<file path="src/rtl/rx_core_pkg.sv">
`default_nettype none
// ============================================================================
// Module      : rx_core_pkg
// Description : Shared defaults and channel indices for the RX core, plus a
//               width helper used by the NCO bank.
// Revision    : 1.0 - initial release
// ============================================================================
package rx_core_pkg;

  localparam int DEF_NUM_CH   = 5;
  localparam int DEF_SPC      = 8;
  localparam int DEF_PHASE_W  = 16;
  localparam int DEF_GAIN_W   = 8;
  localparam int DEF_RAMP_DIV = 16;

  localparam int CH_DDC   = 0;
  localparam int CH_DEMIX = 1;
  localparam int CH_DUC1  = 2;
  localparam int CH_DUC2  = 3;
  localparam int CH_DUC3  = 4;

  // Index width that never collapses to zero bits for a count of 1.
  function automatic int clog2_min1(input int n);
    return (n > 1) ? $clog2(n) : 1;
  endfunction

endpackage
`default_nettype wire

</file>
<file path="src/rtl/rx_nco_lane_gen.sv">
`default_nettype none
// ============================================================================
// Module      : rx_nco_lane_gen
// Description : One channel's phase accumulator and its SPC lane adders.
//               The accumulator advances by SPC increments per clock; lane k
//               is registered as acc + k*inc.
// Ports       : i_clock, i_reset (async, active-high)
//               i_sync   - zero the accumulator (overrides the advance)
//               i_inc    - active phase increment
//               o_phase  - lane k at bits [k*PHASE_W +: PHASE_W]
// Revision    : 1.0 - initial release
// ============================================================================
module rx_nco_lane_gen #(
  parameter int SPC     = 8,
  parameter int PHASE_W = 16
) (
  input  logic                   i_clock,
  input  logic                   i_reset,
  input  logic                   i_sync,
  input  logic [PHASE_W-1:0]     i_inc,
  output logic [SPC*PHASE_W-1:0] o_phase
);
  import rx_core_pkg::*;

  logic [PHASE_W-1:0] r_acc;
  logic [PHASE_W-1:0] r_lane [SPC];
  logic [PHASE_W-1:0] w_step;

  // Constant multiplier: reduces to shifts/adds at synthesis.
  assign w_step = i_inc * PHASE_W'(SPC);

  always_ff @(posedge i_clock or posedge i_reset) begin
    if (i_reset) begin
      r_acc <= '0;
    end else if (i_sync) begin
      r_acc <= '0;
    end else begin
      r_acc <= r_acc + w_step;
    end
  end

  always_ff @(posedge i_clock or posedge i_reset) begin
    if (i_reset) begin
      for (int k = 0; k < SPC; k++) r_lane[k] <= '0;
    end else begin
      for (int k = 0; k < SPC; k++) r_lane[k] <= r_acc + i_inc * PHASE_W'(k);
    end
  end

  generate
    for (genvar k = 0; k < SPC; k++) begin : g_flat
      assign o_phase[k*PHASE_W +: PHASE_W] = r_lane[k];
    end
  endgenerate

endmodule
`default_nettype wire

</file>
<file path="src/rtl/rx_nco_bank.sv">
`default_nettype none
// ============================================================================
// Module      : rx_nco_bank
// Description : Multi-channel NCO phase source with ramped per-channel gain.
//               Host writes fill shadow registers; a commit pulse copies all
//               shadows to the active increments and gain targets at once.
// Ports       : i_clock, i_reset (async, active-high)
//               i_cfg_valid/o_cfg_ready, i_cfg_ch, i_cfg_phase_inc,
//               i_cfg_gain                    - shadow write port
//               i_commit                      - shadow -> active, all channels
//               i_sync                        - zero all accumulators
//               o_phase_out  - ch c lane k at [(c*SPC+k)*PHASE_W +: PHASE_W]
//               o_gain_out   - ramped gain per channel
//               o_ramp_busy  - gain not yet at target, per channel
//               o_out_valid  - phase_out valid
//               o_cfg_err    - sticky, write to a non-existent channel
// Revision    : 1.0 - initial release
// ============================================================================
module rx_nco_bank #(
  parameter int NUM_CH   = rx_core_pkg::DEF_NUM_CH,
  parameter int SPC      = rx_core_pkg::DEF_SPC,
  parameter int PHASE_W  = rx_core_pkg::DEF_PHASE_W,
  parameter int GAIN_W   = rx_core_pkg::DEF_GAIN_W,
  parameter int RAMP_DIV = rx_core_pkg::DEF_RAMP_DIV
) (
  input  logic                                       i_clock,
  input  logic                                       i_reset,
  input  logic                                       i_cfg_valid,
  output logic                                       o_cfg_ready,
  input  logic [rx_core_pkg::clog2_min1(NUM_CH)-1:0] i_cfg_ch,
  input  logic [PHASE_W-1:0]                         i_cfg_phase_inc,
  input  logic [GAIN_W-1:0]                          i_cfg_gain,
  input  logic                                       i_commit,
  input  logic                                       i_sync,
  output logic [NUM_CH*SPC*PHASE_W-1:0]              o_phase_out,
  output logic [NUM_CH*GAIN_W-1:0]                   o_gain_out,
  output logic [NUM_CH-1:0]                          o_ramp_busy,
  output logic                                       o_out_valid,
  output logic                                       o_cfg_err
);
  import rx_core_pkg::*;

  localparam int                 c_ch_w     = clog2_min1(NUM_CH);
  localparam int                 c_div_w    = clog2_min1(RAMP_DIV);
  localparam logic [c_ch_w:0]    c_num_ch   = (c_ch_w+1)'(NUM_CH);
  localparam logic [c_div_w-1:0] c_div_last = c_div_w'(RAMP_DIV-1);

  logic                r_ready;
  logic                r_valid;
  logic                r_err;
  logic [c_div_w-1:0]  r_div;
  logic [PHASE_W-1:0]  r_shadow_inc  [NUM_CH];
  logic [GAIN_W-1:0]   r_shadow_gain [NUM_CH];
  logic [PHASE_W-1:0]  r_active_inc  [NUM_CH];
  logic [GAIN_W-1:0]   r_target      [NUM_CH];
  logic [GAIN_W-1:0]   r_gain        [NUM_CH];

  logic w_wr;
  logic w_ch_bad;
  logic w_tick;

  // Writes are refused during a commit cycle so a commit never sees a
  // half-updated shadow set; the host simply holds the write one more cycle.
  assign o_cfg_ready = r_ready & ~i_commit;
  assign w_wr        = i_cfg_valid & o_cfg_ready;
  assign w_ch_bad    = ({1'b0, i_cfg_ch} >= c_num_ch);
  assign w_tick      = (r_div == c_div_last);
  assign o_out_valid = r_valid;
  assign o_cfg_err   = r_err;

  always_ff @(posedge i_clock or posedge i_reset) begin
    if (i_reset) begin
      r_ready <= 1'b0;
      r_valid <= 1'b0;
      r_err   <= 1'b0;
      r_div   <= '0;
      for (int c = 0; c < NUM_CH; c++) begin
        r_shadow_inc[c]  <= '0;
        r_shadow_gain[c] <= '0;
        r_active_inc[c]  <= '0;
        r_target[c]      <= '0;
        r_gain[c]        <= '0;
      end
    end else begin
      r_ready <= 1'b1;
      r_valid <= r_ready;
      r_div   <= w_tick ? '0 : r_div + c_div_w'(1);
      if (w_wr && w_ch_bad) r_err <= 1'b1;
      for (int c = 0; c < NUM_CH; c++) begin
        if (w_wr && !w_ch_bad && (i_cfg_ch == c_ch_w'(c))) begin
          r_shadow_inc[c]  <= i_cfg_phase_inc;
          r_shadow_gain[c] <= i_cfg_gain;
        end
        if (i_commit) begin
          r_active_inc[c] <= r_shadow_inc[c];
          r_target[c]     <= r_shadow_gain[c];
        end
        // Unit step toward the current target; a retarget just changes
        // direction from wherever the gain is now.
        if (w_tick) begin
          if (r_gain[c] < r_target[c]) begin
            r_gain[c] <= r_gain[c] + GAIN_W'(1);
          end else if (r_gain[c] > r_target[c]) begin
            r_gain[c] <= r_gain[c] - GAIN_W'(1);
          end
        end
      end
    end
  end

  generate
    for (genvar c = 0; c < NUM_CH; c++) begin : g_ch
      rx_nco_lane_gen #(
        .SPC     (SPC),
        .PHASE_W (PHASE_W)
      ) u_lane_gen (
        .i_clock (i_clock),
        .i_reset (i_reset),
        .i_sync  (i_sync),
        .i_inc   (r_active_inc[c]),
        .o_phase (o_phase_out[c*SPC*PHASE_W +: SPC*PHASE_W])
      );
      assign o_gain_out[c*GAIN_W +: GAIN_W] = r_gain[c];
      assign o_ramp_busy[c]                 = (r_gain[c] != r_target[c]);
    end
  endgenerate

endmodule
`default_nettype wire

</file>
<file path="config.mk">
export PLATFORM = sky130hd
export DESIGN_NAME = rx_nco_bank
export DESIGN_NICKNAME = d
export VERILOG_FILES = /design/src/rtl/rx_core_pkg.sv /design/src/rtl/rx_nco_lane_gen.sv /design/src/rtl/rx_nco_bank.sv
export SDC_FILE = /design/constraint.sdc
export NUM_CORES = 2
export LEC_CHECK = 0
export BUFFER_PORTS_ARGS = -buffer_cell sky130_fd_sc_hd__buf_4
export CAP_MARGIN = 5
export CORE_MARGIN = 2
export CORE_UTILIZATION = 64
export CTS_CLUSTER_SIZE = 24
export DETAILED_ROUTE_END_ITERATION = 8
export GPL_TIMING_DRIVEN = 0
export PLACE_DENSITY = 0.85
export SYNTH_ARGS = -nofsm -noshare
export SYNTH_HDL_FRONTEND = slang
export SYNTH_SLANG_ARGS = --single-unit
</file>
<file path="constraint.sdc">
create_clock -name i_clock -period 53.4 [get_ports i_clock]
set_input_delay 0 -clock i_clock [delete_from_list [all_inputs] [get_ports i_clock]]
set_output_delay 0 -clock i_clock [all_outputs]
set_load 0.02 [all_outputs]
</file>
Word-level counts from Yosys, hierarchy flattened
Cells that the tools add are included.

word-level totals
  register bits = 1007
  input bits = 32
  output and inout port bits = 688
  logic and storage cells = 204

operators by class
  add/sub/neg operators = 51
  multipliers = 20
  $lt $le $gt $ge = 11
  equality and inequality tests = 10
  multiplexer cells = 16
  bitwise gates (word level) = 3
  reduce and logical (&&, ||, !) cells = 19

operators by type and width
  operator                                                   count
  adder 16 bit                                               40
  multiplier 16 x 3 -> 16 bit (second input constant)        10
  multiplier 16 x 2 -> 15 bit (second input constant)        5
  multiplier 16 x 2 -> 16 bit (second input constant)        5
  2-to-1 mux 16 bit                                          5
  2-to-1 mux 8 bit                                           10
  adder 8 x 1 -> 8 bit (second input constant)               5
  > comparator 8 bit                                         5
  less-than comparator 8 bit                                 5
  inequality test 8 bit                                      5
  subtractor 8 x 1 -> 8 bit (second input constant)          5
  AND reduction 2 bit                                        5
  nonzero test 2 bit                                         5
  logical AND 1 bit                                          7
  == test 3 x 2 -> 1 bit (second input constant)             2
  adder 4 x 1 -> 4 bit (second input constant)               1
  == test 4 bit (second input constant)                      1
  2-to-1 mux 4 bit                                           1
  == test 3 x 1 -> 1 bit (second input constant)             1
  == test 3 bit (second input constant)                      1
  greater-or-equal comparator 3 bit (second input constant)  1
  logical NOT 3 bit                                          1
  bitwise AND 1 bit                                          2
  logical NOT 1 bit                                          1
  NOT 1 bit                                                  1

Longest topological paths before layout
  depth after elaboration = 5
  mapped depth = 17
  gate-level depth less buffers = 17

Cells and area by module
From an unflattened synthesis, not the netlist that was laid out.

unflattened totals
  cell total of the unflattened synthesis = 5686
  area total of the unflattened synthesis = 61316.3 um^2

by module, submodules not included
  module                                    instances  cells an instance  area an instance (um^2)  sequential area each (um^2)
  rx_nco_lane_gen (g_ch[3].u_lane_gen ...)  2          929                9575.4                   3103.0
  rx_nco_bank                               1          963                13113.8                  7181.9
  rx_nco_lane_gen (g_ch[0].u_lane_gen)      1          950                9703.1                   3103.0
  rx_nco_lane_gen (g_ch[2].u_lane_gen)      1          962                9675.5                   3103.0
  rx_nco_lane_gen (g_ch[1].u_lane_gen)      1          953                9673.0                   3103.0

Worst setup path before layout
OpenSTA, ideal clock, no wires.

  path type = reg2reg
  from = reg r_active_inc[17] in the netlist's numbering
  to = reg g_ch[3].u_lane_gen.r_lane, in the netlist g_ch[3].u_lane_gen.o_phase[111]
  setup time = 134 ps
  data arrival time = 3759 ps
  required time = 53266 ps
  setup slack = 49507 ps
  stages on the path, launching flop included = 16
  buffers on the path = 0
  clock period less this slack = 3893 ps
  path through = dfrtp_1 > ha_1 > fa_1 > a21o_1 > a21oi_1 > nor2b_1 > o21a_1 > o21ai_0 > xnor2_1 > ha_1 > a21o_1 > a21oi_1 > o21ai_0 > or3_1 > a21oi_1 > xnor3_1

on the way
  longest elaborated chain between the ends = 2

RTL lines
  what                              line                   text
  start: declaration                rx_nco_bank.sv:54      logic [PHASE_W-1:0] r_active_inc [NUM_CH];
  start signal: indexed assignment  rx_nco_bank.sv:95      r_active_inc[c] <= r_shadow_inc[c];
  multiplier 16 x 2 -> 15 bit       rx_nco_lane_gen.sv:46  for (int k = 0; k < SPC; k++) r_lane[k] <= r_acc + i_inc * PHASE_W'(k);
  adder 16 bit                      rx_nco_lane_gen.sv:46
  end: declaration                  rx_nco_lane_gen.sv:26  logic [PHASE_W-1:0] r_lane [SPC];

Every way passes these cells.
A chain may end at the register's enable or synchronous reset.

Worst setup path after layout
  from = reg r_active_inc[33] in the netlist's numbering
  to = reg g_ch[2].u_lane_gen.r_lane, in the netlist g_ch[2].u_lane_gen.o_phase[111]

on the way
  longest elaborated chain between the ends = 2

RTL lines
  what                         line
  multiplier 16 x 2 -> 15 bit  rx_nco_lane_gen.sv:46
  adder 16 bit                 rx_nco_lane_gen.sv:46
  end: declaration             rx_nco_lane_gen.sv:26

Every way passes these cells.

==> out/qor.txt <==
Worst Path Buf+Inv: 0
CP cell instances: ha_1 -> fa_1 -> a21o_1 -> a21oi_1 -> nand2b_1 -> nand2b_1 -> a21oi_1 -> xnor2_1 -> ha_1 -> o41ai_2 -> nor3_1 -> or3_1 -> a21oi_1 -> xnor3_1
Number of enable flip-flop cells after synthesis: 0
Net switching power: 2.16 mW
Number of antenna violations at the first check in global routing: 4
Time the final worst path needs with I/O delays and setup: 4.52 ns
Root buf cell: sky130_fd_sc_hd__clkbuf_16
Core footprint: 0.0915 sq mm
Leakage component of the power: 36.1 nW
Area used by sequential logic in the layout: 0.0227 sq mm
TritonCTS clock tree: done
DRC violation total after the first TritonRoute iteration: 3407
CP dominant cell by count: sky130_fd_sc_hd__a21oi_1
Die footprint: 0.0947 sq mm
Sort of element at the start of the critical path: flip-flop
Cells after Synth: 5492
Cell with the most instances after synthesis: sky130_fd_sc_hd__dfrtp_1
Most common library cells after synthesis: sky130_fd_sc_hd__dfrtp_1, sky130_fd_sc_hd__ha_1, sky130_fd_sc_hd__inv_1, sky130_fd_sc_hd__xnor2_1, sky130_fd_sc_hd__a21oi_1
Global-route wire length before repair: 249000 um
Clock skew after layout: 0.0286 ns
Predominant post-synthesis flop cell: sky130_fd_sc_hd__dfrtp_1
Switching part of the total power: 44.7%
Synthesized flop and latch total: 907
Largest net degree at the start of global routing: 139
Total DRC errors in the routed layout: 0
Via count of the first global-routing pass: 46000
Via count: 44500
Overflow left after global routing: 0
Number of buffers added on ports: 683
Worst skew pair latency: 0.69 ns
CP Class: flip-flop to flip-flop
Vias per cell: 5.81
Setup violations, final: 0
Global-route total usage across every layer: 33.9%
Total of max-cap violations: 1
GPL Wtd Cong: 0.905
Half-perimeter wire length after placement: 118000 um
CTS Buffer Depth: 3
Maximum fanout encountered on the critical timing path: 10
Worst slew slack as a fraction of its limit: 0.679%
Sequential fraction of design power: 25.6%
Power density over cell area: 69.1 mW/mm^2
Die height: 308 um
CP endpoint kind: flip-flop
Critical-path top delay cell: sky130_fd_sc_hd__dfrtp_1
WL per Instance: 20.9 um
Sequential area share after synthesis: 38.5%
Area of combinational cells with multiple inputs: 0.0334 sq mm
Setup repair after global routing missed its margin: false
Status: finished with violations
Number of hold violations in the final report: 0
Area share of the largest cell type after synthesis: 38.5%
Final Net Count: 7409
Sum of routed wire length over all layers: 160000 um
Signed area change from the synthesized netlist to the final layout: 18.5%
Combinational fraction of design power: 59.1%
Synth Cell Area: 0.0590 sq mm
Ports: 720
Distinct cell type count of the synthesized netlist: 69
1st-pass router iterations: 6
Per-instance average area after synthesis: 10.7 sq um
Filler cell count in the final layout: 5808
Number of buffers created by CTS: 98
Worst stage delay on the critical path: 0.66 ns
Effective utilization at floorplan: 64.5%
Row count: 111
Yosys warning total: 0
Crit path arrival time: 5.08 ns
Hold crit path type: input pin to flip-flop
Async set-or-reset flop fraction in the synthesized netlist: 100%
Part of the cycle the worst path needs: 8.47%
Slew of the pin with the lowest slew margin: 1.49 ns
Cell type with the largest total area after synthesis: sky130_fd_sc_hd__dfrtp_1
Int Pwr: 2.67 mW
Fmax: 0.221 GHz
Number of sinks driven by the clock tree: 907
Chip width: 308 um
Family of cells with the greatest summed delay on the critical path: compound AO/OA/AOI/OAI gates
Number of instances resized during post-cts repair: 0
Ratio of cells with drive above 1 in the final layout: 18.2%
# H-tree levels: 3
Dominant cells by area after synthesis: sky130_fd_sc_hd__dfrtp_1, sky130_fd_sc_hd__ha_1, sky130_fd_sc_hd__fa_1
Final-report max-slew violation count: 0
Fin area: 0.0699 sq mm
Cell area reported after detailed placement: 0.0661 sq mm
Clock power share: 15.3%
Peak supply drop: 0.0000520 V
Final TNS setup: 0 ns
Final worst-path setup slack: 48.88 ns
Placement Setup Slack: 48.99 ns
Req. time, crit path: 53.96 ns
Violated checks: max-capacitance violations
Residual antenna-violating net count after detailed routing: 0
Worst-path clk slew: 0.07 ns
## power groups by stage
stage | combinational, mW | sequential (mW) | clock, mW
finish | 2.86 | 1.24 | 0.738
global route | 3.13 | 1.26 | 0.772
CTS | 2.84 | 1.23 | 0.745
detailed placement | 2.79 | 1.24 | 0
global placement | 2.67 | 1.24 | 0
floorplan | 1.73 | 1.41 | 0
## worst reg2reg max path, delay by kind of cell (launching register included)
family                   cells  cell delay [ns]
AO/OA/AOI/OAI                5             1.48
adder cells (fa/ha/maj)      3             1.18
AND/OR/NAND/NOR              4             0.76
flip-flops                   1             0.66
XOR/XNOR                     2             0.33
## state kept, by name, indices dropped and copies added, names as in the netlist
register	flops
o_out_valid	1
r_div	4
g_ch.u_lane_gen.r_acc	65
o_gain_out	40
g_ch.u_lane_gen.o_phase	555
r_shadow_gain	40
r_ready	1
r_active_inc	80
r_shadow_inc	80
r_target	40
o_cfg_err	1
## layer usage
metal | routed length (um) | global-route usage [%]
met4 | 7980 | 16.1
met5 | 14 | 0
met3 | 11400 | 6.18
met1 | 63300 | 43.2
met2 | 77000 | 56.0
## per-stage QoR
step	hold slack [ns]	instances	total power, mW	util (%)
after detailed placement	0.0764	7438	4.03	72.2
final	0.0932	7654	4.83	76.4
after global placement	0.286	7430	3.91	72.0
after global routing	0.0906	7652	5.16	76.4
after floorplan	0.0991	5561	3.14	-
after CTS	0.0391	7650	4.81	76.4
## worst paths after layout
kind	start	end	slack, ns	depth (start not counted)
min in group asynchronous	i_reset	g_ch[3].u_lane_gen.o_phase[118]$_DFF_PP0_	0.54	4
worst max-delay path	r_active_inc[33]$_DFFE_PP0P_	g_ch[2].u_lane_gen.o_phase[111]$_DFF_PP0_	48.88	14
worst min register to register	g_ch[0].u_lane_gen.r_acc[15]$_DFF_PP0_	g_ch[0].u_lane_gen.o_phase[15]$_DFF_PP0_	0.37	0
worst max register to register	r_active_inc[33]$_DFFE_PP0P_	g_ch[2].u_lane_gen.o_phase[111]$_DFF_PP0_	48.88	14
max in group asynchronous	i_reset	o_gain_out[13]$_DFFE_PP0P_	50.57	8
worst min-delay path	i_cfg_ch[2]	r_shadow_gain[23]$_DFFE_PP0P_	0.09	4
## area by class of cell
type	count	area share [%]
multi-input combinational	3886	47.7
sequential	907	32.5
timing repair buffer	724	8.13
clock buffer	133	4.03
inverter	619	3.33
tap	1186	2.12
buffer	149	1.26
clock inverter	48	0.941
antenna	2	0.00716
## cells in the final DEF, fill, tap and decap left out, drive strengths merged, types with 23 or more instances in the layout
cell         Yosys  layout
or3             38      38
ha             722     722
nand3           56      56
nor2           315     315
o21bai          62      62
o21a            87      87
o21ai          240     240
mux2           173     173
nand2          240     240
nor2b           79      79
xor2           163     163
nand4           28      28
dlygate4sd3      0      32
nand2b          65      65
a21o           101     101
buf             88     780
clkinv           0      23
nor3           109     109
conb             2      71
xnor2          424     424
a211oi          29      29
fa             270     270
a21oi          340     340
inv            619     621
dfrtp          907     907
clkbuf          61     194
## cell families (layout without fill, tap and decap cells)
| family | Yosys count | in the layout | share of synthesized area, % |
|---|---|---|---|
| other cells | 2 | 73 | 0.0127 |
| fa+ha+maj | 992 | 992 | 24.5 |
| xor+xnor | 590 | 590 | 8.82 |
| simple gates | 995 | 995 | 7.89 |
| compound gates | 1060 | 1060 | 11.5 |
| mux | 178 | 178 | 3.39 |
| flops | 907 | 907 | 38.5 |
| buf+inv | 768 | 1673 | 5.42 |
## repair_timing
item | CTS | global route
hold buffers | 31 | 1
buffers inserted | 0 | 0
hold endpoints to repair | 528 | 10
Note: power is estimated with default switching activity, not from simulation.
